`src/rtl/muldiv_issue.sv`:
```
// muldiv_issue: issue/writeback controller in front of mul_div. Captures M-extension ops,
// pulses start, stalls decode until the result is acknowledged and drains on flush.

typedef enum logic [3:0] {
   AluAdd, AluSub, AluAnd, AluOr, AluXor, AluSll, AluSrl, AluSra, AluSlt, AluSltu,
   AluMul, AluDiv, AluDivu, AluRem, AluRemu
} alu_op_type;

module muldiv_issue #(
   parameter int unsigned XLEN_WIDTH     = 32,
   parameter int unsigned TIMEOUT_CYCLES = 64
) (
   input  logic                  i_clk,
   input  logic                  i_reset,
   input  logic                  i_id_valid,
   input  alu_op_type            i_id_op,
   input  logic [XLEN_WIDTH-1:0] i_id_rs1_data,
   input  logic [XLEN_WIDTH-1:0] i_id_rs2_data,
   input  logic [4:0]            i_id_rd,
   input  logic                  i_flush,
   output logic                  o_md_start,
   output alu_op_type            o_md_operation,
   output logic [XLEN_WIDTH-1:0] o_md_operand1,
   output logic [XLEN_WIDTH-1:0] o_md_operand2,
   input  logic [XLEN_WIDTH-1:0] i_md_result,
   input  logic                  i_md_ready,
   output logic                  o_stall,
   output logic                  o_wb_valid,
   output logic [4:0]            o_wb_rd,
   output logic [XLEN_WIDTH-1:0] o_wb_data,
   output logic                  o_wb_err,
   input  logic                  i_wb_ack,
   output logic [31:0]           o_busy_cycles
);

   localparam int unsigned CNT_W = (TIMEOUT_CYCLES > 1) ? $clog2(TIMEOUT_CYCLES) : 1;

   typedef enum logic [2:0] {StIdle, StIssue, StWait, StDone, StDrain} state_e;

   state_e                r_state;
   state_e                w_state_next;
   logic                  w_is_md;
   logic                  w_accept;
   logic                  w_timeout;
   logic [CNT_W-1:0]      r_wait_cnt;
   alu_op_type            r_md_op;
   logic [XLEN_WIDTH-1:0] r_md_op1;
   logic [XLEN_WIDTH-1:0] r_md_op2;
   logic [4:0]            r_wb_rd;
   logic [XLEN_WIDTH-1:0] r_wb_data;
   logic                  r_wb_err;
   logic [31:0]           r_busy;

   assign w_is_md   = i_id_op inside {AluMul, AluDiv, AluDivu, AluRem, AluRemu};
   // Gated by reset so every output reads 0 while reset is held.
   assign w_accept  = !i_reset && (r_state == StIdle) && i_id_valid && w_is_md && !i_flush;
   assign w_timeout = (r_wait_cnt == CNT_W'(TIMEOUT_CYCLES - 1));

   always_ff @(posedge i_clk or posedge i_reset) begin
      if (i_reset) begin
         r_state <= StIdle;
      end else begin
         r_state <= w_state_next;
      end
   end

   always_comb begin
      w_state_next = r_state;
      unique case (r_state)
         StIdle:  if (w_accept) w_state_next = StIssue;
         StIssue: w_state_next = i_flush ? StDrain : StWait;
         StWait: begin
            // A ready seen together with flush needs no drain: mul_div is already idle.
            if (i_flush) begin
               w_state_next = i_md_ready ? StIdle : StDrain;
            end else if (i_md_ready || w_timeout) begin
               w_state_next = StDone;
            end
         end
         StDone:  if (i_flush || i_wb_ack) w_state_next = StIdle;
         StDrain: if (i_md_ready || w_timeout) w_state_next = StIdle;
         default: w_state_next = StIdle;
      endcase
   end

   always_comb begin
      o_md_start = (r_state == StIssue);
      o_wb_valid = (r_state == StDone);
      o_stall    = !i_flush && (w_accept || (r_state == StIssue) || (r_state == StWait) ||
                                ((r_state == StDone) && !i_wb_ack));
   end

   always_ff @(posedge i_clk or posedge i_reset) begin
      if (i_reset) begin
         r_md_op    <= AluAdd;
         r_md_op1   <= '0;
         r_md_op2   <= '0;
         r_wb_rd    <= '0;
         r_wb_data  <= '0;
         r_wb_err   <= 1'b0;
         r_wait_cnt <= '0;
         r_busy     <= '0;
      end else begin
         if (w_accept) begin
            r_md_op  <= i_id_op;
            r_md_op1 <= i_id_rs1_data;
            r_md_op2 <= i_id_rs2_data;
            r_wb_rd  <= i_id_rd;
         end
         if ((r_state == StWait) && !i_flush) begin
            if (i_md_ready) begin
               r_wb_data <= i_md_result;
               r_wb_err  <= 1'b0;
            end else if (w_timeout) begin
               r_wb_data <= '0;
               r_wb_err  <= 1'b1;
            end
         end
         // The timeout budget spans WAIT and any DRAIN that follows it.
         if (w_accept) begin
            r_wait_cnt <= '0;
         end else if (((r_state == StWait) || (r_state == StDrain)) && !w_timeout) begin
            r_wait_cnt <= r_wait_cnt + 1'b1;
         end
         if (((r_state == StIssue) || (r_state == StWait) || (r_state == StDrain)) &&
             (r_busy != 32'hFFFF_FFFF)) begin
            r_busy <= r_busy + 32'd1;
         end
      end
   end

   assign o_md_operation = r_md_op;
   assign o_md_operand1  = r_md_op1;
   assign o_md_operand2  = r_md_op2;
   assign o_wb_rd        = r_wb_rd;
   assign o_wb_data      = r_wb_data;
   assign o_wb_err       = r_wb_err;
   assign o_busy_cycles  = r_busy;

endmodule

```
`config.mk`:
```
export PLATFORM = sky130hd
export DESIGN_NAME = muldiv_issue
export DESIGN_NICKNAME = d
export VERILOG_FILES = /design/src/rtl/muldiv_issue.sv
export SDC_FILE = /design/constraint.sdc
export NUM_CORES = 1
export LEC_CHECK = 0
export CAP_MARGIN = 20
export CELL_PAD_IN_SITES_DETAIL_PLACEMENT = 1
export CELL_PAD_IN_SITES_GLOBAL_PLACEMENT = 2
export CORE_UTILIZATION = 27
export DETAILED_ROUTE_END_ITERATION = 10
export GPL_TIMING_DRIVEN = 0
export PLACE_DENSITY_LB_ADDON = 0.1
export SLEW_MARGIN = 5
export SYNTH_ARGS = -nofsm -noshare
export SYNTH_HDL_FRONTEND = slang
export SYNTH_SLANG_ARGS = --single-unit
```
`constraint.sdc`:
```
create_clock -name i_clk -period 11.11 [get_ports i_clk]
set_input_delay 2.222 -clock i_clk [delete_from_list [all_inputs] [get_ports i_clk]]
set_output_delay 2.222 -clock i_clk [all_outputs]
set_load 0.01 [all_outputs]
```
* Yosys cells after proc, flatten, opt, wreduce, memory -nomap -nowiden
Cells that the tools add are included.
** Word-level totals
- Bits in registers :: 147
- Latch bits :: 0
- Bits in writable memories :: 0
- Bits in read-only memories :: 0
- Word-level logic and storage cells :: 67
- Memories kept :: 0
** Operators by class
- $add $sub $neg :: 2
- Multiply operators :: 0
- Divide/modulo/power cells :: 0
- $lt $le $gt $ge :: 0
- Equality and inequality tests :: 15
- Shifts and indexed selects :: 0
- Mux-type cells :: 14
- Bitwise gates (word level) :: 0
- Reductions and logical operators :: 27
** Operators with widths (count)
- $mux 32 :: 2
- $add 32x1->32 const B :: 1
- $ne 32x32->1 const B :: 1
- $mux 3 :: 7
- $eq 4x4->1 const B :: 5
- $pmux 3 s5 :: 1
- $mux 6 :: 2
- $logic_and 1x1->1 :: 9
- $logic_or 1x1->1 :: 8
- $add 6x1->6 const B :: 1
- $eq 3x2->1 const B :: 2
- $eq 6x6->1 const B :: 1
- $reduce_bool 5->1 :: 1
- $logic_not 1->1 :: 4
- $ne 2x2->1 const B :: 2
- $reduce_and 4->1 :: 1
- $reduce_bool 2->1 :: 2
- $eq 3x1->1 const B :: 1
- $eq 3x3->1 const B :: 1
- $logic_not 3->1 :: 1
- $ne 3x3->1 const B :: 1
- $mux 1 :: 2
- $ne 2x1->1 const B :: 1
- $reduce_and 2->1 :: 1

* Logic depth before layout (Yosys ltp)
- Word-level depth :: 9
- Mapped depth :: 8
- Depth with buffers taken out :: 6

* Least setup slack after synthesis
Ideal clock, no wire load.
- Path kind :: input-to-output
- Start point :: input i_flush
- End point :: output o_stall
- Data arrival time :: 3.108 ns
- Slack :: 5.780 ns
- Stages :: 4
- Path buffers :: 1
- Cell sequence :: nor4b_1 > nand4_1 > clkbuf_1 > a21oi_1
** On the way
- Longest elaborated chain between the ends :: 6
** Ends and longest elaborated chain
- from (decl) :: line 20 : input logic i_flush,
- $logic_not 1->1 (*) :: line 56, 89
- $logic_and 1x1->1 :: line 56 : assign w_accept = !i_reset && (r_state == StIdle) && i_id_valid && w_is_md && !i_flush;
- $logic_or 1x1->1 (3 in a row) :: line 89 : o_stall = !i_flush && (w_accept || (r_state == StIssue) || (r_state == StWait) ||
- $logic_and 1x1->1 (*) :: line 89
- to (decl) :: line 27 : output logic o_stall,
Mark *: on every way between the ends. The rest lies on a longest branch, timed or not.

* Worst setup path after layout
Same ends and word-level chain as after synthesis.

==> results.sh <==
export IMPL_outcome="finished clean"
export IMPL_post_cts_setup_buffer_count=0
export IMPL_overflow=0
export IMPL_met1_usage_pct=19.13
export IMPL_max_freq_mhz=148.5
export IMPL_cts_buffers=17
export IMPL_grt_use_met3_pct=7.303
export IMPL_syn_inst=579
export IMPL_worst_setup_path_start_kind="input pin"
export IMPL_ys_warn_count=0
export IMPL_cts_tree="done"
export IMPL_die_w_um=150.7
export IMPL_cts_clk_slew_worst_paths_ps=60
export IMPL_fin_crit_sh_pct=60.62
export IMPL_syn_num_nets=692
export IMPL_cp_end_kind="output pin"
export IMPL_ys_flop_type="dfrtp_1"
export IMPL_multi_input_area_um2=2143
export IMPL_crit_top_cell="clkdlybuf4s50_1"
export IMPL_crit_end="o_stall"
export IMPL_hold_viol=0
export IMPL_setup_viol=0
export IMPL_cts_max_path_buffers=2
export IMPL_grt_pass1_vias=5453
export IMPL_power_per_cell_area_nw_per_um2=194.7
export IMPL_rr_startpoint="r_state[1]"
export IMPL_antenna_found_initial=1
export IMPL_clock_skew_ps=9.544
export IMPL_drive_gt1_share_pct=6.373
export IMPL_ys_top_cells_by_area="dfrtp_1 (62%), nand2_1 (15%), a22o_1 (4.7%)"
export IMPL_coreArea_um2=21760
export IMPL_viasPerCell=4.516
export IMPL_via_count=5162
export IMPL_crit_type="in -> out"
export IMPL_root_buffer="clkbuf_16"
export IMPL_crit_cells=6
export IMPL_cp_top_family="buffers and inverters"
export IMPL_tightest_slew_ps=645.6
export IMPL_rsz0062_at_grt="no"
export IMPL_cts_resized=0
export IMPL_synth_async_reset_ratio_pct=100.0
export IMPL_drc=0
export IMPL_insertedDiodeCount=0
export IMPL_cp_arrival_ps=4510
export IMPL_grt_max_degree=83
export IMPL_required_ps=8890
export IMPL_fp_dieH_um=150.7
export IMPL_placed_area_um2=8867
export IMPL_start_util_pct=27.44
export IMPL_clock_latency_ps=430
export IMPL_htree_levels=4
export IMPL_rrSetupSlack_ps=8800
export IMPL_drt_first_pass_iters=5
export IMPL_cpPeakStageDelay_ps=560
export IMPL_setup_tns_ps=0
export IMPL_grt_pass1_wl_mm=29.23
export IMPL_synthDistinctLibCells=43
export IMPL_yosys_area_top_type="dfrtp_1"
export IMPL_hold_buffers=0
export IMPL_stdcell_area_um2=9487
export IMPL_met2_usage_pct=28.87
export IMPL_hold_path_class="reg -> reg"
export IMPL_final_nets=963
export IMPL_regArea_um2=3679
export IMPL_synth_top_area_share_pct=61.62
export IMPL_cap_violations=0
export IMPL_crit_start="i_flush"
export IMPL_drt_initial_drc_count=148
export IMPL_worstPathCellList="clkdlybuf4s50_1 > nor4b_1 > nand4_1 > clkbuf_1 > a21oi_1 > clkdlybuf4s50_1"
export IMPL_crit_fanout=10
export IMPL_ff2ff_path_depth=8
export IMPL_gp_congestion=0.7698
export IMPL_wl_mm=18.95
export IMPL_vdd_ir_drop_worst_mv=0.09221
export IMPL_synth_edf_count=0
export IMPL_cpMaxStageDelayCell="clkdlybuf4s50_1"
export IMPL_timing_rr_end="o_md_operand2[6]"
export IMPL_cts_sinks=147
export IMPL_rows=54
export IMPL_yosysMostFrequentCell="nand2_1"
export IMPL_synthesis_area_um2=5969
export IMPL_ys_seq_elements=147
export IMPL_dp_hpwl_mm=14.10
export IMPL_period_minus_slack_ps=6734
export IMPL_path_buf_inv=3
export IMPL_syn_area_per_cell_um2=10.31
export IMPL_synth_commonest_cells="nand2_1 (234), dfrtp_1 (147), a22o_1 (32)"
export IMPL_slew_headroom_pct=56.63
export IMPL_grt_use_total_pct=17.00
export IMPL_ys_seq_area_share_pct=61.62
export IMPL_final_core_util_pct=43.60
export IMPL_port_buffers=251
export IMPL_wl_per_cell_um=16.58
export IMPL_ios=252
export IMPL_syn2layout_area_growth_pct=58.92
export IMPL_busiest_layer="met2"
export IMPL_fill_cells=2402
export IMPL_ant_nets=0
export IMPL_p_leak_uw=0.004323
export IMPL_slew_violations=0
export IMPL_dieArea_um2=22710
[sequential cells by signal, indices dropped and copies added, names as in the netlist]
signal and count:
o_md_operand1 32, r_wait_cnt 6, o_busy_cycles 32, r_state 3, o_wb_rd 5, o_md_operand2 32, o_wb_err 1, o_md_operation 4
o_wb_data 32
[tightest hold or removal path, delay by kind of cell, from the launching register on]
kind	cells	cell delay, ps
simple gates	2	100
flops	1	340
[how the worst min path moves through the flow]
stage,start,to,cells past startpoint,slack (ps)
2_1_floorplan,r_state[2],r_state[0],1,490
3_3_place_gp,o_md_operand2[24],o_md_operand2[24],2,450
3_5_place_dp,o_md_operand1[1],o_md_operand1[1],2,460
4_1_cts,o_md_operation[0],o_md_operation[0],2,470
5_1_grt,o_md_operation[0],o_md_operation[0],2,480
6_report,o_md_operation[0],o_md_operation[0],2,460
[logic make-up (layout without fill, tap and decap cells)]
| family | Yosys count | after routing | share of synthesized area, % |
|---|---|---|---|
| AND/OR/NAND/NOR | 312 | 312 | 23.08 |
| flip-flops | 147 | 147 | 61.62 |
| AO/OA/AOI/OAI | 48 | 48 | 6.770 |
| XOR/XNOR | 36 | 36 | 5.282 |
| buffers and inverters | 32 | 316 | 2.473 |
| adder cells (fa/ha/maj) | 2 | 2 | 0.4191 |
| multiplexers | 2 | 2 | 0.3563 |
[layer usage]
layer | vias up | wire length (um)
met3 | 16 | 1654
met2 | 162 | 9516
met4 | 0 | 255
li1 | 2457 | -
met5 | - | 0
met1 | 2527 | 7525
[per-stage QoR]
step | hold WS (ps) | std cells | worst slack [ps] | total power, uW
finish | 461.5 | 1143 | 4376 | 1847
global route | 481.2 | 1143 | 4161 | 1946
CTS | 468.1 | 1143 | 4337 | 1878
detailed placement | 457.5 | 1111 | 4335 | 1250
global placement | 451.2 | 1110 | 2634 | 1231
floorplan | 491.8 | 579 | 4937 | 915.8
[placed cells by master, fill, tap and decap left out, types with 2 or more instances in the layout]
cell type and instances:
nand3b_1 2, clkbuf_1 24, nor2b_1 2, clkdlybuf4s50_1 251, nor3_2 2, nand2_1 234
clkinv_4 4, a22o_1 32, a21oi_1 4, and2_2 2, inv_1 3, xnor2_1 23
clkbuf_16 17, dfrtp_1 147, a31oi_1 3, buf_2 5, nand4_1 12, and4_2 2
nor4b_1 2, xor2_1 13, ha_1 2, and4_1 5, nor2_1 16, nand3_1 13
bufinv_16 4, nor3_1 2, clkinvlp_4 2, nand4_2 3, and3_1 10
[cell type report]
type	instances	area share, %
plain buffers	28	1.398
well taps	280	3.693
flip-flops and latches	147	38.78
multi-input cells	400	22.59
clock buffers	21	4.643
repair buffers	252	26.77
clock inverters	11	1.886
inverters	4	0.2374
[power by group]
| part | internal (uW) | switching (uW) |
|---|---|---|
| Clock | 378 | 234 |
| Sequential | 658 | 83.0 |
| Combinational | 289 | 205 |
| Total | 1330 | 522 |
Power figures use the tool's default switching activity.
